## src/rtl/magnitude_sequencer.sv

```systemverilog
// rtl/magnitude_sequencer.sv - multi-cycle floor(sqrt(re^2+im^2)) with one shared squarer and 1-bit/cycle root; optional MAG_OVF_FLAG_EN adds out_ovf
module magnitude_sequencer #(
    parameter int DATA_W = 16
) (
    input  logic              clk,
    input  logic              rst_n,
    input  logic              in_valid,
    output logic              in_ready,
    input  logic [DATA_W-1:0] in_re,
    input  logic [DATA_W-1:0] in_im,
    output logic              out_valid,
    input  logic              out_ready,
    output logic [DATA_W-1:0] out_mag
`ifdef MAG_OVF_FLAG_EN
    ,
    output logic              out_ovf
`endif
);

    localparam int RW = DATA_W / 2;
    localparam int CW = (RW > 1) ? $clog2(RW) : 1;

    typedef enum logic [2:0] {
        IDLE  = 3'd0,
        SQ_RE = 3'd1,
        SQ_IM = 3'd2,
        ADD   = 3'd3,
        ROOT  = 3'd4,
        DONE  = 3'd5
    } state_t;

    state_t            state;
    logic [DATA_W-1:0] re_r;
    logic [DATA_W-1:0] im_r;
    logic [DATA_W-1:0] sq_re;
    logic [DATA_W-1:0] sq_im;
    logic [DATA_W-1:0] sum;
    logic [RW-1:0]     root;
    logic [RW+1:0]     rem;
    logic [CW-1:0]     cnt;

    logic [DATA_W-1:0] mul_op;
    logic [DATA_W-1:0] prod_lo;
    logic [DATA_W-1:0] add_lo;
    logic [RW+3:0]     rem_sh;
    logic [RW+3:0]     trial;
    logic              take;
    logic [RW+1:0]     rem_nxt;
    logic [RW-1:0]     root_nxt;

    // The single multiplier is time-shared: real part in SQ_RE, imaginary part in SQ_IM
    assign mul_op = (state == SQ_IM) ? im_r : re_r;

`ifdef MAG_OVF_FLAG_EN
    logic signed [2*DATA_W-1:0] prod_full;
    logic                       prod_big;
    logic                       add_carry;
    logic                       ovf_acc;

    assign prod_full           = $signed(mul_op) * $signed(mul_op);
    assign prod_lo             = prod_full[DATA_W-1:0];
    assign prod_big            = |prod_full[2*DATA_W-1:DATA_W];
    assign {add_carry, add_lo} = {1'b0, sq_re} + {1'b0, sq_im};
`else
    // Low half of a square is the same for signed and unsigned operands
    assign prod_lo = mul_op * mul_op;
    assign add_lo  = sq_re + sq_im;
`endif

    // Restoring square-root step: bring down the next two radicand bits, try 4*root+1
    assign rem_sh   = {rem, sum[DATA_W-1 -: 2]};
    assign trial    = {2'b00, root, 2'b01};
    assign take     = (rem_sh >= trial);
    assign rem_nxt  = take ? (rem_sh[RW+1:0] - trial[RW+1:0]) : rem_sh[RW+1:0];
    assign root_nxt = {root[RW-2:0], take};

    // Sequencer: capture, square twice, add, iterate root, hold result until taken
    always_ff @(posedge clk or negedge rst_n) begin
        if (!rst_n) begin
            state     <= IDLE;
            in_ready  <= 1'b1;
            out_valid <= 1'b0;
            out_mag   <= '0;
            re_r      <= '0;
            im_r      <= '0;
            sq_re     <= '0;
            sq_im     <= '0;
            sum       <= '0;
            root      <= '0;
            rem       <= '0;
            cnt       <= '0;
`ifdef MAG_OVF_FLAG_EN
            ovf_acc   <= 1'b0;
            out_ovf   <= 1'b0;
`endif
        end else begin
            case (state)
                IDLE: begin
                    if (in_valid) begin
                        re_r     <= in_re;
                        im_r     <= in_im;
                        in_ready <= 1'b0;
                        state    <= SQ_RE;
                    end
                end
                SQ_RE: begin
                    sq_re   <= prod_lo;
`ifdef MAG_OVF_FLAG_EN
                    ovf_acc <= prod_big;
`endif
                    state   <= SQ_IM;
                end
                SQ_IM: begin
                    sq_im   <= prod_lo;
`ifdef MAG_OVF_FLAG_EN
                    ovf_acc <= ovf_acc | prod_big;
`endif
                    state   <= ADD;
                end
                ADD: begin
                    sum     <= add_lo;
`ifdef MAG_OVF_FLAG_EN
                    ovf_acc <= ovf_acc | add_carry;
`endif
                    rem     <= '0;
                    root    <= '0;
                    cnt     <= CW'(RW - 1);
                    state   <= ROOT;
                end
                ROOT: begin
                    rem  <= rem_nxt;
                    root <= root_nxt;
                    sum  <= {sum[DATA_W-3:0], 2'b00};
                    if (cnt == '0) begin
                        out_valid <= 1'b1;
                        out_mag   <= {{(DATA_W-RW){1'b0}}, root_nxt};
`ifdef MAG_OVF_FLAG_EN
                        out_ovf   <= ovf_acc;
`endif
                        state     <= DONE;
                    end else begin
                        cnt <= cnt - 1'b1;
                    end
                end
                DONE: begin
                    if (out_ready) begin
                        out_valid <= 1'b0;
                        in_ready  <= 1'b1;
                        state     <= IDLE;
                    end
                end
                default: begin
                    state     <= IDLE;
                    in_ready  <= 1'b1;
                    out_valid <= 1'b0;
                end
            endcase
        end
    end

endmodule

```

## config.mk

```make
export PLATFORM = sky130hd
export DESIGN_NAME = magnitude_sequencer
export DESIGN_NICKNAME = d
export VERILOG_FILES = /design/src/rtl/magnitude_sequencer.sv
export SDC_FILE = /design/constraint.sdc
export NUM_CORES = 1
export LEC_CHECK = 0
export BUFFER_PORTS_ARGS = -buffer_cell sky130_fd_sc_hd__clkbuf_2
export CORE_MARGIN = 5
export CORE_UTILIZATION = 62
export DETAILED_ROUTE_END_ITERATION = 12
export PLACE_DENSITY = 0.81
export SLEW_MARGIN = 20
export SYNTH_ARGS = -nofsm -noshare
export SYNTH_HDL_FRONTEND = slang
export SYNTH_SLANG_ARGS = --single-unit
```

## constraint.sdc

```tcl
create_clock -name clk -period 7.6 [get_ports clk]
set_input_delay 0.38 -clock clk [delete_from_list [all_inputs] [get_ports clk]]
set_output_delay 0.38 -clock clk [all_outputs]
set_load 0.01 [all_outputs]
```

==> results.cfg, run 1 <==
[clocking]
cts_buffer_depth = 2
cts_resized = 0
clk_transition_reported_paths_ns = 0.07
clkLatencyLatePin_ns = 0.35
clk_root_buffer_cell = sky130_fd_sc_hd__clkbuf_16
clkSinkCount = 110
cts_tree = built
clock_buffers_created_by_tritoncts = 9
cts_max_level = 3

[logic_synthesis]
yosysSeqAreaShare_pct = 31.7
netlist.area_leader.share_pct = 31.4
synth.lib_cells_used.distinct = 67
ys_warn_count = 0
async_flop_share_pct = 100
post_synth_design_cell_area_um2 = 8680
synth_top_cell_by_area = sky130_fd_sc_hd__dfrtp_1
commonest_cells_in_the_synthesized_netlist = sky130_fd_sc_hd__inv_1 (135), sky130_fd_sc_hd__dfrtp_1 (109), sky130_fd_sc_hd__nand2_1 (96), sky130_fd_sc_hd__ha_1 (73), sky130_fd_sc_hd__fa_1 (67)
yosys.cell_count.top_type = sky130_fd_sc_hd__inv_1
synth_cells = 881
netlist_top_cells_area = sky130_fd_sc_hd__dfrtp_1 (31%), sky130_fd_sc_hd__fa_1 (15%), sky130_fd_sc_hd__ha_1 (11%)
synth_edf_count = 0
synth_seq_cells = 110
post_synth.cell_area_avg_um2 = 9.86
yosys_most_used_dff = sky130_fd_sc_hd__dfrtp_1

[placement]
gpl.final_weighted_congestion = 0.866
portBuffers = 43
dp.final_hpwl_mm = 12.9

[worst_setup_path]
timing.critical_path.from_type = flip-flop
sequence_of_cells_on_the_critical_path = nor2_1, nand2_2, mux2i_2, inv_1, nand2_1, fa_1, fa_1, inv_1, fa_1, inv_1, fa_1, inv_1, fa_1, inv_1, fa_1, inv_1, ha_1, a21o_1, a21oi_1, a311oi_1, xnor2_1, o21ai_1
critPathArrivalTime_ns = 6.99
worst_setup_path_end_kind = flip-flop
crit_required_ns = 7.81
crit_fanout = 22
timing.critical_path.slowest_stage_cell = sky130_fd_sc_hd__dfrtp_1
critical_path.max_stage_delay_ns = 0.59
setup.worst_path.class = reg -> reg

[routing]
totalWireLength_mm = 16.6
drc = 0
drt-vias-per-instance = 5.43
detail_route.wl_per_cell_um = 15.1
drt.antenna.violating_nets = 0
detailroute.via_count = 5979
initialDrtViolationCount = 370
detail_route.first_pass.iterations = 4

[sta]
timing_hold_violations_final = 0
maxClockFrequency_mhz = 148
fin_tns_setup_ns = 0
setup_violations = 0
slew_of_the_pin_with_the_lowest_slew_margin_ns = 0.920
maxSlewHeadroom_pct = 38.6
fin_skew_ns = 0.00908
rsz_0062_raised_after_global_routing = false
layout_worst_path_cycle_share_pct = 89.1
maxSlewViolCount = 0
finalCriticalPeriod_ns = 6.78

[grt]
grtUsageTotal_pct = 22.0
grt_start_max_net_pins = 77
wire_length_of_the_first_global_routing_pass_mm = 29.6
busiest_layer = met2
gr-total-overflow = 0
gr-usage-met1_pct = 28.7
globalRouteMet2Util_pct = 37.7
antenna_violations_before_repair = 0
first_global_vias = 6362
global_route.usage.met3_pct = 3.61

[finish]
antennaDiodeCount = 0
num-nets-final = 1092
drive_gt1_share_pct = 15.0
area_delta_synth_final_pct = 7.87

[floorplan]
placement_rows = 43
initial_utilization_pct = 62.8
total_i_o_pin_count = 54
fp.dieArea_um2 = 16500
die_width_um = 128
core_um2 = 13800
die_h_um = 128

[min_path]
worst_hold_path_type = in -> reg

[outcome]
status = finished, final reports clean

[run]
timing.max_cap.violations = 0
-- critical path, delay by kind of cell (launching register included) --
family                   cells  cell delay, ns
AO/OA/AOI/OAI                4            0.58
XOR/XNOR                     1            0.21
adder cells (fa/ha/maj)      7            3.32
buffers and inverters        6            0.52
flip-flops                   1            0.59
multiplexers                 1            0.58
AND/OR/NAND/NOR              3            0.81
-- routing by layer --
| metal | vias to the layer above | routed length (um) |
|---|---|---|
| met4 | 0 | 354 |
| met5 | - | 0 |
| met3 | 25 | 490 |
| met2 | 96 | 8410 |
| met1 | 2909 | 7370 |
| li1 | 2949 | - |
-- per-stage QoR --
| step | worst slack, ns | area [um2] | util, % | hold slack, ns | instances |
|---|---|---|---|---|---|
| floorplan | 1.72 | 8710 | - | 0.0844 | 888 |
| global placement | 0.976 | 9030 | 65.3 | 0.347 | 1084 |
| detailed placement | 0.846 | 9030 | 65.3 | 0.354 | 1084 |
| CTS | 0.811 | 9370 | 67.7 | 0.246 | 1101 |
| global route | 0.427 | 9370 | 67.7 | 0.249 | 1101 |
| finish | 0.825 | 9370 | 67.7 | 0.257 | 1101 |
-- layout make-up --
cell class	count	area (um2)
Multi-Input combinational cell	607	5260
Clock buffer	9	225
Clock inverter	7	103
Tap cell	180	225
Sequential cell	110	2750
Fill cell	1075	4460
Inverter	136	510
Timing Repair Buffer	52	288
-- worst paths after layout --
check	startpoint	depth (start not counted)	slack (ns)	end
min in group asynchronous	rst_n	2	0.51	out_mag[7]$_DFFE_PN0P_
max in group asynchronous	rst_n	3	5.82	sq_re[2]$_DFFE_PN0P_
worst min-delay path	in_re[6]	2	0.26	re_r[6]$_DFFE_PN0P_
worst min register to register	cnt[0]$_DFFE_PN0P_	1	0.48	cnt[0]$_DFFE_PN0P_
worst max register to register	state[0]$_DFFE_PN0P_	22	0.82	sq_re[15]$_DFFE_PN0P_
worst max-delay path	state[0]$_DFFE_PN0P_	22	0.82	sq_re[15]$_DFFE_PN0P_
-- flip-flops by register name, summed over array words and instances (netlist names) --
signal,count
out_valid,1
im_r,15
rem,10
sq_im,15
state,3
out_mag,8
cnt,3
in_ready,1
sum,16
root,8
sq_re,15
re_r,15
-- cells in the final DEF, fill, tap and decap left out, types with 2 or more instances in the layout --
cell type                     n
sky130_fd_sc_hd__buf_4        9
sky130_fd_sc_hd__mux2i_1      9
sky130_fd_sc_hd__a221o_1      2
sky130_fd_sc_hd__o21ai_0     64
sky130_fd_sc_hd__a22o_1       2
sky130_fd_sc_hd__ha_1        73
sky130_fd_sc_hd__a22oi_1     12
sky130_fd_sc_hd__o21bai_1     5
sky130_fd_sc_hd__xnor2_1     30
sky130_fd_sc_hd__a21oi_2      2
sky130_fd_sc_hd__bufinv_16    2
sky130_fd_sc_hd__fa_1        67
sky130_fd_sc_hd__conb_1       8
sky130_fd_sc_hd__nand3_1      5
sky130_fd_sc_hd__o31ai_1      4
sky130_fd_sc_hd__o21ai_2      2
sky130_fd_sc_hd__mux2_2      43
sky130_fd_sc_hd__xor2_1      14
sky130_fd_sc_hd__o21ai_1     11
sky130_fd_sc_hd__mux2i_2      2
sky130_fd_sc_hd__nor2b_1      2
sky130_fd_sc_hd__a21o_1      10
sky130_fd_sc_hd__o21a_1       6
sky130_fd_sc_hd__nor2_1      46
sky130_fd_sc_hd__nor3_1      14
sky130_fd_sc_hd__and2_1       2
sky130_fd_sc_hd__or2_2        6
sky130_fd_sc_hd__a21oi_1     27
sky130_fd_sc_hd__nand2b_1     6
sky130_fd_sc_hd__clkbuf_16    9
sky130_fd_sc_hd__nand2_1     95
sky130_fd_sc_hd__dfrtp_1    109
sky130_fd_sc_hd__clkbuf_2    42
sky130_fd_sc_hd__inv_6        2
sky130_fd_sc_hd__a32oi_1      3
sky130_fd_sc_hd__inv_1      135
sky130_fd_sc_hd__or3_1        2
sky130_fd_sc_hd__o211ai_1     2
-- what timing repair did --
item,in CTS,in global routing
hold buffers,1,0
endpoints found under the hold margin,34,0
buffers inserted,0,0
-- cells by family (layout without fill, tap and decap cells) --
family          after synthesis  in the layout  synth area share (%)
compound gates              170            170                  12.9
xor+xnor                     44             44                  4.44
fa+ha+maj                   140            140                  26.0
buf+inv                     171            204                  8.15
flops                       110            110                  31.7
mux                          54             54                  6.93
other cells                   1              8                0.0432
simple gates                191            191                  9.85
Power of run 1 is not shown: default switching activity piles up to over one toggle a cycle in this logic, so the estimate is an artifact.
==> inputs of run 2 (changes only) <==
--- a/config.mk
+++ b/config.mk
@@ -8,7 +8,7 @@
 export BUFFER_PORTS_ARGS = -buffer_cell sky130_fd_sc_hd__clkbuf_2
 export CORE_MARGIN = 5
-export CORE_UTILIZATION = 62
+export CORE_UTILIZATION = 56
 export DETAILED_ROUTE_END_ITERATION = 12
-export PLACE_DENSITY = 0.81
+export PLACE_DENSITY = 0.77
 export SLEW_MARGIN = 20
 export SYNTH_ARGS = -nofsm -noshare
==> constraint.sdc (replaced) <==
create_clock -name clk -period 6 [get_ports clk]
set_input_delay 0 -clock clk [delete_from_list [all_inputs] [get_ports clk]]
set_output_delay 0 -clock clk [all_outputs]
set_load 0.01 [all_outputs]
==> results.cfg, run 2 (same netlist as run 1, synthesis figures left out) <==
[sta]
finalCriticalPeriod_ns = 5.78
maxSlewViolCount = 0
maxSlewHeadroom_pct = 62.4
slew_of_the_pin_with_the_lowest_slew_margin_ns = 0.563
finalHoldWorstSlack_ns = 0.0298
timing_hold_violations_final = 0
setup_violations = 0
fin_skew_ns = 0.0117
fin_tns_setup_ns = 0
layout_worst_path_cycle_share_pct = 96.4
maxClockFrequency_mhz = 173

[finish]
drive_gt1_share_pct = 17.4
largest-register = sum
num-nets-final = 1141
regArea_um2 = 2750
area_delta_synth_final_pct = 14.3
largest_register_ffs = 16
mostFrequentLayoutCell = sky130_fd_sc_hd__inv_1
antennaDiodeCount = 0
final_cell_mix = sky130_fd_sc_hd__inv_1 (134), sky130_fd_sc_hd__dfrtp_1 (109), sky130_fd_sc_hd__nand2_1 (93)
fillerInstances = 1164
combined_area_of_the_multi_input_logic_cells_um2 = 5340
finalCoreUtilization_pct = 65.3

[grt]
wire_length_of_the_first_global_routing_pass_mm = 30.9
grtUsageTotal_pct = 20.9
antenna_violations_before_repair = 0
first_global_vias = 6651
gr-total-overflow = 0
grt_start_max_net_pins = 80

[routing]
drc = 0
detail_route.wl_per_cell_um = 15.4
initialDrtViolationCount = 329
drt.antenna.violating_nets = 0
drt-vias-per-instance = 5.45
detail_route.first_pass.iterations = 5
totalWireLength_mm = 17.8
detailroute.via_count = 6312

[outcome]
status = finished, final reports clean

[worst_setup_path]
worst_setup_path_end_kind = flip-flop
crit_fanout = 11
critPathArrivalTime_ns = 6.01
crit_required_ns = 6.23
timing.critical_path.from_type = flip-flop
setup.worst_path.class = reg -> reg

[floorplan]
placement_rows = 45
initial_utilization_pct = 57.1
core_um2 = 15200
fp.dieArea_um2 = 18100
die_width_um = 135
total_i_o_pin_count = 54
die_h_um = 135

[placement]
portBuffers = 43
dp.final_hpwl_mm = 13.0
gpl.final_weighted_congestion = 0.865

[clocking]
clk_root_buffer_cell = sky130_fd_sc_hd__clkbuf_16
cts_tree = built
cts_max_level = 3
clkLatencyLatePin_ns = 0.36
clk_transition_reported_paths_ns = 0.08
clkSinkCount = 110
clock_buffers_created_by_tritoncts = 9
cts_buffer_depth = 2

[run]
timing.max_cap.violations = 0

[min_path]
worst_hold_path_type = in -> reg
## run 2: timing repair
action	4_1_cts	5_1_grt
setup buffers	0	1
setup endpoints to repair	3	12
pin swaps	0	3
hold buffers	32	0
resized for setup	2	18
hold endpoints to repair	62	0
## run 2: cell type report
cell class | count | share of cell area (%)
Clock buffer | 9 | 2.27
Clock inverter | 7 | 1.05
Inverter | 136 | 5.14
Multi-Input combinational cell | 607 | 53.8
Sequential cell | 110 | 27.7
Tap cell | 188 | 2.37
Timing Repair Buffer | 101 | 7.63
## run 2: per-layer routing
layer  track usage [%]  vias to the layer above  routed length [um]  part of all wire [%]
li1                  -                     3045                   -                     -
met1              25.5                     3117                7380                    41
met2              38.1                      118                9520                    53
met3              3.32                       32                 555                   3.1
met4              6.22                        0                 382                   2.1
met5                 0                        -                   0                     0
## run 2: critical path: stages (launching register included)
cell	delay, ns
sky130_fd_sc_hd__dfrtp_1	0.42
sky130_fd_sc_hd__nor2_4	0.19
sky130_fd_sc_hd__nand2_8	0.11
sky130_fd_sc_hd__buf_6	0.17
sky130_fd_sc_hd__mux2_2	0.31
sky130_fd_sc_hd__nand2_1	0.12
sky130_fd_sc_hd__fa_1	0.52
sky130_fd_sc_hd__fa_1	0.53
sky130_fd_sc_hd__fa_1	0.52
sky130_fd_sc_hd__inv_1	0.05
sky130_fd_sc_hd__fa_1	0.46
sky130_fd_sc_hd__fa_1	0.55
sky130_fd_sc_hd__inv_1	0.06
sky130_fd_sc_hd__fa_1	0.52
sky130_fd_sc_hd__inv_1	0.05
sky130_fd_sc_hd__ha_2	0.37
sky130_fd_sc_hd__o2111ai_2	0.16
sky130_fd_sc_hd__a311oi_2	0.29
sky130_fd_sc_hd__xnor2_1	0.17
sky130_fd_sc_hd__o21ai_1	0.08
## run 2: path summary, 6_finish.rpt
check,start,end,slack (ns),cells after the start
worst max register to register,state[2]$_DFFE_PN0P_,sq_re[15]$_DFFE_PN0P_,0.22,19
worst max-delay path,state[2]$_DFFE_PN0P_,sq_re[15]$_DFFE_PN0P_,0.22,19
worst min-delay path,out_ready,out_valid$_DFFE_PN0P_,0.03,4
worst min register to register,cnt[0]$_DFFE_PN0P_,cnt[0]$_DFFE_PN0P_,0.48,1
min in group asynchronous,rst_n,root[5]$_DFFE_PN0P_,0.11,2
max in group asynchronous,rst_n,in_ready$_DFFE_PN1P_,4.87,4
## run 2: stage by stage
step | cells | area [um2] | worst slack (ns)
4_1_cts | 1156 | 9820 | 0.0292
3_3_place_gp | 1108 | 9160 | 0.141
2_1_floorplan | 888 | 8710 | 0.124
6_report | 1158 | 9920 | 0.216
5_1_grt | 1158 | 9920 | -0.0208
3_5_place_dp | 1108 | 9160 | -0.0327
Power of run 2 is left out for the same reason.
